--- src/rtl/l80_io_fifo_bridge.sv ---
// IO-space bridge between the light8080 bus and a byte-stream peripheral:
// RX/TX FIFOs, status/count/control registers and a level interrupt.
module l80_io_fifo_bridge #(
  parameter logic [7:0]  BASE_ADDR = 8'h80,
  parameter int unsigned RX_AW     = 4,
  parameter int unsigned TX_AW     = 4
) (
  input  logic       clock,
  input  logic       reset2,
  input  logic       cpu_io,
  input  logic       cpu_rd,
  input  logic       cpu_wr,
  input  logic [7:0] cpu_addr,
  input  logic [7:0] cpu_dout,
  output logic [7:0] io_dout,
  input  logic       rx_valid,
  input  logic [7:0] rx_data,
  output logic       tx_valid,
  output logic [7:0] tx_data,
  input  logic       tx_busy,
  output logic       irq
);
  localparam int unsigned    RX_DEPTH    = 1 << RX_AW;
  localparam int unsigned    TX_DEPTH    = 1 << TX_AW;
  localparam logic [RX_AW:0] RX_FULL_CNT = {1'b1, {RX_AW{1'b0}}};
  localparam logic [TX_AW:0] TX_FULL_CNT = {1'b1, {TX_AW{1'b0}}};

  typedef enum logic [1:0] {TX_IDLE, TX_SEND, TX_HOLD} tx_state_t;

  // Valid/ready: rx_valid is a one-cycle push with no back-pressure; tx_valid is a
  // one-cycle request issued only when tx_busy was low in the cycle before it.

  logic [7:0]       off;
  logic             addr_hit, rd_stb, wr_stb, rd_first, wr_first;
  logic             sel_data, sel_stat, sel_ctrl;
  logic             rd_stb_q, wr_stb_q;
  logic [7:0]       rx_mem [RX_DEPTH];
  logic [7:0]       tx_mem [TX_DEPTH];
  logic [RX_AW-1:0] rx_wptr_q, rx_wptr_d, rx_rptr_q, rx_rptr_d;
  logic [RX_AW:0]   rx_cnt_q, rx_cnt_d;
  logic [TX_AW-1:0] tx_wptr_q, tx_wptr_d, tx_rptr_q, tx_rptr_d;
  logic [TX_AW:0]   tx_cnt_q, tx_cnt_d;
  logic             rx_ovr_q, rx_ovr_d;
  logic [2:0]       ctrl_q, ctrl_d;
  logic [7:0]       io_dout_q, io_dout_d;
  logic             irq_q, irq_d;
  logic             rx_full, rx_empty, tx_full, tx_empty;
  logic             rx_pop, rx_push, rx_drop, rx_flush, tx_push, tx_pop, tx_flush;
  logic [7:0]       stat, reg_rdata;
  tx_state_t        tx_state_q;
  logic             tx_valid_q;
  logic [7:0]       tx_data_q;
  logic             unused_ok;

  assign unused_ok = &{1'b0, cpu_dout[5:3]};

  assign off      = cpu_addr - BASE_ADDR;
  assign addr_hit = off < 8'd5;
  assign rd_stb   = cpu_io & cpu_rd & addr_hit;
  assign wr_stb   = cpu_io & cpu_wr & addr_hit;
  // Side effects fire only on the first cycle of a (possibly stretched) strobe.
  assign rd_first = rd_stb & ~rd_stb_q;
  assign wr_first = wr_stb & ~wr_stb_q;
  assign sel_data = off[2:0] == 3'd0;
  assign sel_stat = off[2:0] == 3'd1;
  assign sel_ctrl = off[2:0] == 3'd3;

  assign rx_full  = rx_cnt_q == RX_FULL_CNT;
  assign rx_empty = rx_cnt_q == '0;
  assign tx_full  = tx_cnt_q == TX_FULL_CNT;
  assign tx_empty = tx_cnt_q == '0;

  assign rx_pop   = rd_first & sel_data & ~rx_empty;
  assign rx_push  = rx_valid & (~rx_full | rx_pop);
  assign rx_drop  = rx_valid & rx_full & ~rx_pop;
  assign rx_flush = wr_first & sel_ctrl & cpu_dout[6];
  assign tx_push  = wr_first & sel_data & ~tx_full;
  assign tx_pop   = (tx_state_q == TX_SEND) & ~tx_empty;
  assign tx_flush = wr_first & sel_ctrl & cpu_dout[7];

  assign stat = {2'b00, rx_full, ~rx_empty, 1'b0, rx_ovr_q, tx_empty, tx_full};

  always_comb begin
    reg_rdata = 8'h00;
    if (addr_hit) begin
      case (off[2:0])
        3'd0:    reg_rdata = rx_mem[rx_rptr_q];
        3'd1:    reg_rdata = stat;
        3'd2:    reg_rdata = 8'(rx_cnt_q);
        3'd3:    reg_rdata = {5'b00000, ctrl_q};
        3'd4:    reg_rdata = 8'(tx_cnt_q);
        default: reg_rdata = 8'h00;
      endcase
    end
  end

  always_comb begin
    rx_wptr_d = rx_wptr_q;
    rx_rptr_d = rx_rptr_q;
    rx_cnt_d  = rx_cnt_q;
    rx_ovr_d  = rx_ovr_q;
    tx_wptr_d = tx_wptr_q;
    tx_rptr_d = tx_rptr_q;
    tx_cnt_d  = tx_cnt_q;
    ctrl_d    = ctrl_q;
    if (rx_flush) begin
      rx_wptr_d = '0;
      rx_rptr_d = '0;
      rx_cnt_d  = '0;
      rx_ovr_d  = 1'b0;
    end else begin
      if (rx_push) rx_wptr_d = rx_wptr_q + 1'b1;
      if (rx_pop)  rx_rptr_d = rx_rptr_q + 1'b1;
      rx_cnt_d = rx_cnt_q + {{RX_AW{1'b0}}, rx_push} - {{RX_AW{1'b0}}, rx_pop};
      // A new overrun outranks a same-cycle STAT read so the event is not lost.
      if (rx_drop)                          rx_ovr_d = 1'b1;
      else if (rd_first && sel_stat)        rx_ovr_d = 1'b0;
    end
    if (tx_flush) begin
      tx_wptr_d = '0;
      tx_rptr_d = '0;
      tx_cnt_d  = '0;
    end else begin
      if (tx_push) tx_wptr_d = tx_wptr_q + 1'b1;
      if (tx_pop)  tx_rptr_d = tx_rptr_q + 1'b1;
      tx_cnt_d = tx_cnt_q + {{TX_AW{1'b0}}, tx_push} - {{TX_AW{1'b0}}, tx_pop};
    end
    if (wr_first && sel_ctrl) ctrl_d = cpu_dout[2:0];
    io_dout_d = cpu_io ? reg_rdata : io_dout_q;
    irq_d = (ctrl_q[0] & ~rx_empty) | (ctrl_q[1] & tx_empty) | (ctrl_q[2] & rx_ovr_q);
  end

  always_ff @(posedge clock or posedge reset2) begin
    if (reset2) begin
      rd_stb_q  <= 1'b0;
      wr_stb_q  <= 1'b0;
      rx_wptr_q <= '0;
      rx_rptr_q <= '0;
      rx_cnt_q  <= '0;
      rx_ovr_q  <= 1'b0;
      tx_wptr_q <= '0;
      tx_rptr_q <= '0;
      tx_cnt_q  <= '0;
      ctrl_q    <= 3'b000;
      io_dout_q <= 8'h00;
      irq_q     <= 1'b0;
    end else begin
      rd_stb_q  <= rd_stb;
      wr_stb_q  <= wr_stb;
      rx_wptr_q <= rx_wptr_d;
      rx_rptr_q <= rx_rptr_d;
      rx_cnt_q  <= rx_cnt_d;
      rx_ovr_q  <= rx_ovr_d;
      tx_wptr_q <= tx_wptr_d;
      tx_rptr_q <= tx_rptr_d;
      tx_cnt_q  <= tx_cnt_d;
      ctrl_q    <= ctrl_d;
      io_dout_q <= io_dout_d;
      irq_q     <= irq_d;
    end
  end

  // Storage is not reset: contents become unreachable once pointers clear.
  always_ff @(posedge clock) begin
    if (rx_push && !rx_flush) rx_mem[rx_wptr_q] <= rx_data;
    if (tx_push && !tx_flush) tx_mem[tx_wptr_q] <= cpu_dout;
  end

  // HOLD spends one cycle ignoring tx_busy while the crossing raises it.
  always_ff @(posedge clock or posedge reset2) begin
    if (reset2) begin
      tx_state_q <= TX_IDLE;
      tx_valid_q <= 1'b0;
      tx_data_q  <= 8'h00;
    end else begin
      case (tx_state_q)
        TX_IDLE: begin
          tx_valid_q <= 1'b0;
          if (!tx_empty && !tx_busy) begin
            tx_state_q <= TX_SEND;
            tx_valid_q <= 1'b1;
            tx_data_q  <= tx_mem[tx_rptr_q];
          end
        end
        TX_SEND: begin
          tx_valid_q <= 1'b0;
          tx_state_q <= TX_HOLD;
        end
        default: begin
          tx_valid_q <= 1'b0;
          tx_state_q <= TX_IDLE;
        end
      endcase
    end
  end

  assign io_dout  = io_dout_q;
  assign tx_valid = tx_valid_q;
  assign tx_data  = tx_data_q;
  assign irq      = irq_q;
endmodule

--- config.mk ---
export PLATFORM = sky130hd
export DESIGN_NAME = l80_io_fifo_bridge
export DESIGN_NICKNAME = d
export VERILOG_FILES = /design/src/rtl/l80_io_fifo_bridge.sv
export SDC_FILE = /design/constraint.sdc
export NUM_CORES = 1
export LEC_CHECK = 0
export CELL_PAD_IN_SITES_DETAIL_PLACEMENT = 0
export CELL_PAD_IN_SITES_GLOBAL_PLACEMENT = 1
export CORE_AREA = 4 4 185 187
export CTS_BUF_LIST = sky130_fd_sc_hd__clkbuf_4 sky130_fd_sc_hd__clkbuf_8
export CTS_CLUSTER_SIZE = 40
export DETAILED_ROUTE_END_ITERATION = 10
export DIE_AREA = 0 0 189 191
export PLACE_DENSITY = 0.68
export SLEW_MARGIN = 20
export SYNTH_ARGS = -nofsm -noshare
export SYNTH_HDL_FRONTEND = slang
export SYNTH_SLANG_ARGS = --single-unit
--- constraint.sdc ---
create_clock -name clock -period 4.2 [get_ports clock]
set_clock_uncertainty 0.05 [all_clocks]
set_input_delay 0.84 -clock clock [delete_from_list [all_inputs] [get_ports clock]]
set_output_delay 0.84 -clock clock [all_outputs]
set_load 0.05 [all_outputs]
# Word-level counts from Yosys, hierarchy flattened
# Memories as Yosys holds them, arrays and structs flattened. A register that Yosys moved wholly into a read port is not among the register bits.
# Index checks and enable logic that the tools add are counted.
[word_totals] ff_bits=44 ram_bits=256 in_bits=31 out_inout_bits=18 wordCells=106 mem_count=2
[mem_list] memory="rx_mem" words=16 word_bits=8 read_ports=1 rd_clocked_by_memory_dff=0 write_ports=1 line_no="37" rtl="logic [7:0] rx_mem [RX_DEPTH];"
[mem_list] memory="tx_mem" words=16 word_bits=8 read_ports=1 rd_clocked_by_memory_dff=1 write_ports=1 line_no="38" rtl="logic [7:0] tx_mem [TX_DEPTH];"
[op_classes] n_addsub=9 magnitude_cmp=1 n_eq_ne=8 n_mux=23 n_bitwise=30 n_reduce_logical=19
[op_table] cell="$pmux W8 S5" n=1
[op_table] cell="$mux W4" n=8
[op_table] cell="$and A1 B1 Y1" n=20
[op_table] cell="$add A4 B1 Y4 const B" n=4
[op_table] cell="$add A5 B1 Y5" n=2
[op_table] cell="$eq A5 B5 Y1 const B" n=2
[op_table] cell="$logic_not A5 Y1" n=2
[op_table] cell="$mux W5" n=2
[op_table] cell="$sub A5 B1 Y5" n=2
[op_table] cell="$mux W1" n=9
[op_table] cell="$lt A8 B3 Y1 const B" n=1
[op_table] cell="$mux W8" n=1
[op_table] cell="$reduce_bool A2 Y1" n=4
[op_table] cell="$sub A8 B8 Y8 const B" n=1
[op_table] cell="$not A1 Y1" n=7
[op_table] cell="$eq A3 B2 Y1 const B" n=2
[op_table] cell="$logic_and A1 B1 Y1" n=5
[op_table] cell="$logic_not A1 Y1" n=4
[op_table] cell="$pmux W2 S2" n=1
[op_table] cell="$eq A3 B1 Y1 const B" n=1
[op_table] cell="$eq A3 B3 Y1 const B" n=1
[op_table] cell="$logic_not A3 Y1" n=1
[op_table] cell="$or A1 B1 Y1" n=3
[op_table] cell="$reduce_bool A3 Y1" n=1
[op_table] cell="5 further kinds" n=5

# Longest topological paths before layout
# Gate-level depths: netlist of the first run.
[depth] depth_word=11 ltp_mapped=17 depth_no_buf=16

# Worst setup path before layout of the first run
# No wires, ideal clock.
[synth_timing] path_type="input -> register" startpoint="input cpu_addr[1]" endpoint="register rx_cnt_q[4]" setup_ps=77 t_arrival_ps=3219 required_ps=4073 path_slack_ps=853 cell_stages=16 path_buffers=2 cell_sequence="buf_2 nor3_4 nand3_2 nor2_4 o21ai_4 buf_4 ha_1 inv_1 ha_1 inv_1 fa_1 inv_1 a21oi_1 nor2_1 or3_1 a21oi_1"
[synth_between] elab_chain_cells=11 elab_cells_between_ends=17 classes_between="add/sub: 3; order compare: 1; eq/ne: 1; mux: 1; bitwise: 10; reduce/logical: 1"
[synth_rtl] item="start, declared" line_no="13" rtl="input logic [7:0] cpu_addr,"
[synth_rtl] item="$sub A8 B8 Y8 *" line_no="57" rtl="assign off = cpu_addr - BASE_ADDR;"
[synth_rtl] item="$lt A8 B3 Y1" line_no="58" rtl="assign addr_hit = off < 8'd5;"
[synth_rtl] item="$and A1 B1 Y1" line_no="59" rtl="assign rd_stb = cpu_io & cpu_rd & addr_hit;"
[synth_rtl] item="$and A1 B1 Y1" line_no="62" rtl="assign rd_first = rd_stb & ~rd_stb_q;"
[synth_rtl] item="$and A1 B1 Y1 (2 in a row)" line_no="73" rtl="assign rx_pop = rd_first & sel_data & ~rx_empty;"
[synth_rtl] item="$or A1 B1 Y1" line_no="74" rtl="assign rx_push = rx_valid & (~rx_full | rx_pop);"
[synth_rtl] item="$and A1 B1 Y1" line_no="74"
[synth_rtl] item="$add A5 B1 Y5" line_no="114" rtl="rx_cnt_d = rx_cnt_q + {{RX_AW{1'b0}}, rx_push} - {{RX_AW{1'b0}}, rx_pop};"
[synth_rtl] item="$sub A5 B1 Y5" line_no="114"
[synth_rtl] item="$mux W5 *" line_no="106" rtl="if (rx_flush) begin"
[synth_rtl] item="via rx_cnt_d[4]" line_no="40" rtl="logic [RX_AW:0] rx_cnt_q, rx_cnt_d;"
[synth_rtl] item="end signal, assigned" line_no="152" rtl="rx_cnt_q <= rx_cnt_d;"
[synth_rtl] item="end, declared" line_no="40"
# The timed path passes the listed nets; every way through them passes the cells marked *.
# A chain may end at the register's enable or synchronous reset.

# Worst setup path after layout of the first run
[layout_timing] startpoint="register rx_cnt_q[3]" endpoint="register rx_cnt_q[4]"
[layout_between] elab_chain_cells=8 elab_cells_between_ends=10 classes_between="add/sub: 2; eq/ne: 1; mux: 1; bitwise: 5; reduce/logical: 1"
[layout_rtl] item="$logic_not A5 Y1" line_no="69" rtl="assign rx_empty = rx_cnt_q == '0;"
[layout_rtl] item="$not A1 Y1" line_no="73"
[layout_rtl] item="$and A1 B1 Y1" line_no="73"
[layout_rtl] item="$or A1 B1 Y1" line_no="74"
[layout_rtl] item="$and A1 B1 Y1" line_no="74"
[layout_rtl] item="$add A5 B1 Y5" line_no="114"
[layout_rtl] item="$sub A5 B1 Y5 *" line_no="114"
[layout_rtl] item="$mux W5 *" line_no="106"
[layout_rtl] item="via rx_cnt_d[4]" line_no="40"
# Marked as above.

==> flow_summary_export.csv, run 1 <==
group,metric,value,unit
logic_synthesis,yosysSeqAreaShare,69.9,%
detailed_routing,wl_per_cell,21.1,um
setup_path,cpMaxStageDelayCell,"or4b_4",
sta,finalSetupViolCount,0,
detailed_routing,via_count,6838,
finish,fin_util,46.8,%
clock_network,max-clock-path-buffers,3,
setup_path,crit_required,4.61,ns
logic_synthesis,synthFlopType,"edfxtp_1",
logic_synthesis,ys_async_sr_fraction,16.9,%
sta,slew_headroom,33.7,%
detailed_routing,dr_wl_met2,13400,um
setup_path,cp-start-kind,"flip-flop",
detailed_routing,drtIter0Drc,563,
power,comb_power_share,21.9,%
placement,port_buffers,48,
clock_network,cts_root_buffer,"clkbuf_8",
power,p_leak,5.26,nW
global_routing,grt_pass1_vias,7091,
clock_network,numCtsBuffers,51,
setup_path,path_cells,"inv_1 > ha_1 > or4b_4 > nand2_2 > nor2_4 > o21ai_4 > ha_1 > inv_1 > ha_1 > inv_1 > fa_1 > inv_1 > a21oi_1 > nor2_1 > or3_1 > a21oi_1",
clock_network,post-cts-setup-buffers,0,
logic_synthesis,ys_types,61,
global_routing,grt_max_degree,26,
clock_network,tritoncts,"built",
global_routing,grt_pass1_wl,43100,um
floorplanning,start_util,39.6,%
placement,place_congestion,0.787,
power,netSwitchingFraction,29.1,%
setup_path,cp-end-kind,"flip-flop",
sta,tightest_slew,0.992,ns
clock_network,htree_levels,2,
detailed_routing,routed_wl,27800,um
finish,final_nets,891,
setup_path,arrival,3.81,ns
setup_path,crit_type,"flip-flop to flip-flop",
power,clockPowerShare,31.1,%
logic_synthesis,synth_warnings,0,
sta,grt_setup_unrepaired,"no",
floorplanning,die_y,191,um
sta,fmax,0.294,GHz
clock_network,cts_resized,0,
finish,drive_gt1_share,27.7,%
floorplanning,fp-row-count,66,
logic_synthesis,syn-cell-area,12900,um^2
setup_path,critPathLaunch,"rx_cnt_q[3]$_DFF_PP0_",
detailed_routing,m1WireLength,12500,um
finish,n_antenna_cell,0,
finish,nFillCells,2781,
global_routing,grt_overflow,0,
clock_network,holdBufCountCts,0,
run_status,status,"finished clean",
placement,hpwl,18400,um
hold_path,hold_path.class,"flip-flop to flip-flop",
setup_path,cpMostUsedCell,"inv_1",
setup_path,r2r_start,"rx_cnt_q[3]$_DFF_PP0_",
setup_path,cp_max_fo,13,
logic_synthesis,syn-num-nets,776,
sta,min_period,3.40,ns
global_routing,antenna_found_initial,0,
global_routing,grt_use_total,15.6,%
detailed_routing,dr_wl_met3,1440,um
detailed_routing,avgViaCountPerCell,5.19,
floorplanning,io_pins,49,
floorplanning,fp.dieW,189,um
logic_synthesis,avgSynthCellArea,17.8,um^2
sta,finalSetupTns,0,ns
detailed_routing,top_layer,"met4",
detailed_routing,first_pass_iters,5,
detailed_routing,antenna_left,0,
clock_network,path_clk_slew,0.06,ns
setup_path,worst_path_largest_cell_delay,0.51,ns
sta,hold_slack,0.405,ns
sta,slew_violations,0,
floorplanning,dieArea,36100,um^2
power,p_int,5.92,mW
logic_synthesis,synthCells,721,
logic_synthesis,synth-seq-cells,308,
finish,area_growth,18.3,%
run,drv_cap,0,
power,power_per_cell_area,549,nW/um^2
hold_path,worstHoldStart,"tx_state_q[1]$_DFFE_PP0P_",
power,pwr-share-seq,46.9,%
power,p_sw,2.43,mW
sta,hold_viol,0,
logic_synthesis,synth_edf_count,256,
clock_network,clock_latency,0.57,ns
sta,fin_crit_sh,81.0,%
clock_network,clock-sinks,308,
floorplanning,core_area,32500,um^2
detailed_routing,remaining_drc_errors,0,
power,ir_worst_vdd,294,uV
[metrics by stage]
stage	instance area (um^2)	instances	power, mW	worst slack (ns)
final	15200	1318	8.34	0.797
after global routing	15200	1318	8.80	0.514
after CTS	15200	1318	8.45	0.822
after detailed placement	14200	1225	5.83	0.237
after global placement	14200	1225	5.82	0.270
after floorplan	12900	721	5.23	0.853
[worst max-delay path, delay by kind of cell, from the launching register on]
| family | cells | cell delay (ns) |
|---|---|---|
| adders and majority gates | 4 | 1.04 |
| buffers and inverters | 4 | 0.27 |
| AOI/OAI and AO/OA | 3 | 0.58 |
| DFF | 1 | 0.42 |
| and+or+nand+nor | 5 | 0.91 |
[registers in the layout, indices dropped and copies added (netlist names), 5 cells and up]
signal and count:
rx_cnt_q 5, tx_cnt_q 5, tx_data 8, rx_mem 128, io_dout 8, tx_mem 128
[placed cells by master (no fill, tap or decap), drive strengths merged, types with 3 or more instances in the layout]
cell	n
mux2i	17
dfrtp	52
or3	4
mux2	9
clkbuf	75
clkdlybuf4s50	48
nand2b	5
or4	3
inv	30
xnor2	7
nand3	11
nor4b	10
a22o	4
nand2	39
a22oi	5
a21oi	18
clkinv	16
nor2	32
nand3b	4
ha	22
o221ai	8
o21ai	6
mux4	66
nand4	3
buf	48
nor3	8
and2	7
edfxtp	256
nor4	14
xor2	6
nor2b	10
and3	7
[area by class of cell]
| cell class | instances | area [um^2] | area share (%) |
|---|---|---|---|
| timing repair buffer | 96 | 841 | 5.53 |
| clock inverter | 18 | 116 | 0.766 |
| clock buffer | 75 | 901 | 5.93 |
| inverter | 29 | 109 | 0.716 |
| multi-input combinational | 350 | 3690 | 24.3 |
| tap | 442 | 553 | 3.64 |
| sequential | 308 | 8990 | 59.2 |
[power groups by stage]
stage | clock, mW | sequential [mW] | combinational [mW]
floorplan | 0 | 3.91 | 1.32
global placement | 0 | 3.98 | 1.84
detailed placement | 0 | 3.99 | 1.84
CTS | 2.67 | 3.92 | 1.85
global route | 2.83 | 3.96 | 2.01
finish | 2.60 | 3.91 | 1.83
[worst paths after layout]
path | to | slack, ns | depth (start not counted)
worst max-delay path | rx_cnt_q[4]$_DFF_PP0_ | 0.80 | 16
worst min-delay path | tx_state_q[1]$_DFFE_PP0P_ | 0.41 | 1
worst max register to register | rx_cnt_q[4]$_DFF_PP0_ | 0.80 | 16
worst min register to register | tx_state_q[1]$_DFFE_PP0P_ | 0.41 | 1
max in group asynchronous | rx_rptr_q[0]$_DFFE_PP0P_ | 2.92 | 3
min in group asynchronous | rx_cnt_q[3]$_DFF_PP0_ | 0.53 | 2
[cell usage after synthesis, types with 10 or more instances]
cell | count | area, um^2
ha_1 | 22 | 275
buf_2 | 12 | 60.1
edfxtp_1 | 256 | 7690
a21oi_1 | 17 | 85.1
nor2b_1 | 10 | 62.6
mux2i_1 | 17 | 170
nand2_1 | 38 | 143
nor2_1 | 30 | 113
inv_1 | 27 | 101
nor4_1 | 13 | 81.3
mux4_2 | 66 | 1490
dfrtp_1 | 52 | 1300
nand3_1 | 10 | 50.1
[logic make-up after synthesis]
family,synth area share [%]
AOI/OAI and AO/OA,3.23
xor gates and xnor gates,0.886
adders and majority gates,2.45
buffers and inverters,2.40
DFF,69.9
muxes,13.7
and+or+nand+nor,7.41
[routing by layer]
metal	GRT usage, %	vias up
met1	22.1	3532
met4	4.34	0
met2	25.0	168
met5	0	-
met3	2.90	37
li1	-	3101
(Power assumes the default switching activity.)
==> run 2: changes to the inputs <==
--- a/config.mk
+++ b/config.mk
@@ -12,7 +12,7 @@
 export CTS_CLUSTER_SIZE = 40
 export DETAILED_ROUTE_END_ITERATION = 10
 export DIE_AREA = 0 0 189 191
-export PLACE_DENSITY = 0.68
+export PLACE_DENSITY = 0.71
 export SLEW_MARGIN = 20
 export SYNTH_ARGS = -nofsm -noshare
 export SYNTH_HDL_FRONTEND = slang
==> constraint.sdc (replaced) <==
create_clock -name clock -period 2.96 [get_ports clock]
set_clock_uncertainty 0.05 [all_clocks]
set_input_delay 0.592 -clock clock [delete_from_list [all_inputs] [get_ports clock]]
set_output_delay 0.592 -clock clock [all_outputs]
set_load 0.05 [all_outputs]
==> run 2 against run 1 <==
  * Routed wire length down 1.7%
  * Flip-flop and latch count unchanged
  * Core utilization up 2.0 points
  * Worst setup slack worse by 0.74 ns
  * First-iteration DRC count down 23%
  * Sequential share of layout area down 2.4 points
  * Global-route usage down 0.37 points
  * Cell count up 3.5%
  * Clock power up 57%
  * Register-to-register slack worse by 0.74 ns
  * Non-clock buffer count up 45
  * Die area unchanged
  * Largest power group unchanged
==> flow_summary_export.csv, run 2 (synthesis results as in run 1) <==
group,metric,value,unit
detailed_routing,antenna_left,0,
sta,min_period,2.90,ns
finish,reg.largest.list,"rx_mem (128), tx_mem (128)",
placement,postPlaceCellArea,14600,um^2
sta,finalSetupTns,0,ns
sta,timing.final.ws_setup,0.0621,ns
global_routing,grt_pass1_vias,7234,
detailed_routing,remaining_drc_errors,0,
floorplanning,core_area,32500,um^2
finish,final_common_cell,"edfxtp_1",
global_routing,grt_use_total,15.2,%
power,ir_worst_vdd,403,uV
floorplanning,dieArea,36100,um^2
sta,finalSetupViolCount,0,
placement,place_inst,1263,
power,p_leak,5.56,nW
sta,fin_crit_sh,97.9,%
setup_path,cp-end-kind,"flip-flop",
sta,fmax,0.345,GHz
sta,slew_headroom,45.0,%
detailed_routing,via_count,6928,
clock_network,holdBufCountCts,0,
finish,final_nets,936,
sta,grt_setup_unrepaired,"yes",
hold_path,hold_path.class,"input port to asynchronous set/reset pin",
run,drv_cap,0,
setup_path,arrival,3.33,ns
power,power_per_cell_area,789,nW/um^2
floorplanning,fp.dieW,189,um
floorplanning,fp-row-count,66,
run_status,status,"finished clean",
detailed_routing,routed_wl,27300,um
detailed_routing,avgViaCountPerCell,5.08,
setup_path,crit_required,3.39,ns
placement,place_ws,-0.365,ns
global_routing,antenna_found_initial,0,
clock_network,max-clock-path-buffers,3,
clock_network,numCtsBuffers,51,
finish,area_growth,23.2,%
clock_network,cts_root_buffer,"clkbuf_8",
finish,drive_gt1_share,33.4,%
clock_network,clock_latency,0.58,ns
detailed_routing,wl_per_cell,20.0,um
sta,slew_violations,0,
global_routing,grt_pass1_wl,42500,um
global_routing,grt_overflow,0,
detailed_routing,first_pass_iters,5,
finish,mostFrequentLayoutCells,"256 x edfxtp_1, 85 x buf_4, 66 x mux4_2",
finish,fin_util,48.8,%
placement,place_congestion,0.771,
finish,nFillCells,2717,
floorplanning,io_pins,49,
sta,hold_viol,0,
floorplanning,die_y,191,um
global_routing,grt_max_degree,28,
setup_path,crit_type,"flip-flop to flip-flop",
detailed_routing,drtIter0Drc,436,
floorplanning,start_util,39.6,%
finish,n_antenna_cell,0,
finish,fin_area,15800,um^2
clock_network,path_clk_slew,0.06,ns
setup_path,cp_max_fo,3,
placement,port_buffers,48,
finish,finalNonFillerCells,1364,
setup_path,cp-start-kind,"flip-flop",
sta,tightest_slew,0.825,ns
placement,hpwl,18400,um
clock_network,tritoncts,"built",
clock_network,htree_levels,2,
clock_network,clock-sinks,308,
[run 2: worst max-delay path: stages (launching register included)]
cell and delay, ns:
dfrtp_1 0.39, inv_2 0.08, ha_4 0.13, or4b_4 0.48, nand2_4 0.09, nor2_4 0.04, buf_6 0.12, ha_4 0.26
inv_2 0.04, ha_4 0.15, inv_2 0.05, fa_2 0.21, inv_2 0.04, a21oi_2 0.13, nor2_2 0.06, or3_1 0.38
a21oi_2 0.12
[run 2: final cells by class]
class / instances / area (um^2) / share of cell area (%)
clock buffers: 67 / 847 / 5.35
clock inverters: 27 / 294 / 1.86
inverters: 29 / 109 / 0.687
multi-input cells: 350 / 3770 / 23.8
flip-flops and latches: 308 / 8990 / 56.8
well taps: 442 / 553 / 3.49
repair buffers: 141 / 1270 / 8.02
[run 2: per-stage QoR]
stage	total power, mW	hold WS (ns)
after floorplan	7.43	0.352
after global placement	8.36	0.377
after detailed placement	8.41	0.377
after CTS	12.6	0.335
after global routing	13.1	0.390
final	12.5	0.352
[run 2: path summary, 6_finish.rpt]
| path | startpoint | cells after the start | end | slack (ns) |
|---|---|---|---|---|
| max | rx_cnt_q[3]$_DFF_PP0_ | 16 | rx_cnt_q[4]$_DFF_PP0_ | 0.06 |
| min | reset2 | 2 | tx_cnt_q[3]$_DFF_PP0_ | 0.35 |
| max reg2reg | rx_cnt_q[3]$_DFF_PP0_ | 16 | rx_cnt_q[4]$_DFF_PP0_ | 0.06 |
| min reg2reg | tx_state_q[1]$_DFFE_PP0P_ | 1 | tx_state_q[1]$_DFFE_PP0P_ | 0.39 |
| max in group asynchronous | reset2 | 3 | tx_rptr_q[1]$_DFFE_PP0P_ | 1.89 |
| min in group clock | tx_state_q[1]$_DFFE_PP0P_ | 1 | tx_state_q[1]$_DFFE_PP0P_ | 0.39 |
[run 2: timing repair]
action,in CTS,in global routing
setup endpoints to repair,1,2
pin swaps,4,9
gates resized for setup,6,9
buffers inserted,1,6
[run 2: layer usage]
metal | share of wire (%) | GRT usage (%) | vias to the layer above
li1 | - | - | 3193
met1 | 43 | 20.3 | 3545
met2 | 51 | 25.9 | 144
met3 | 4.1 | 2.48 | 46
met4 | 2.2 | 4.54 | 0
met5 | 0 | 0 | -
[run 2: power breakdown]
group	internal [mW]	switching (mW)	total, mW	leakage [nW]
sequential	5.09	0.376	5.47	2.97
clock	2.41	1.67	4.08	0.599
combinational	1.47	1.49	2.96	2.00
total	8.97	3.53	12.5	5.56
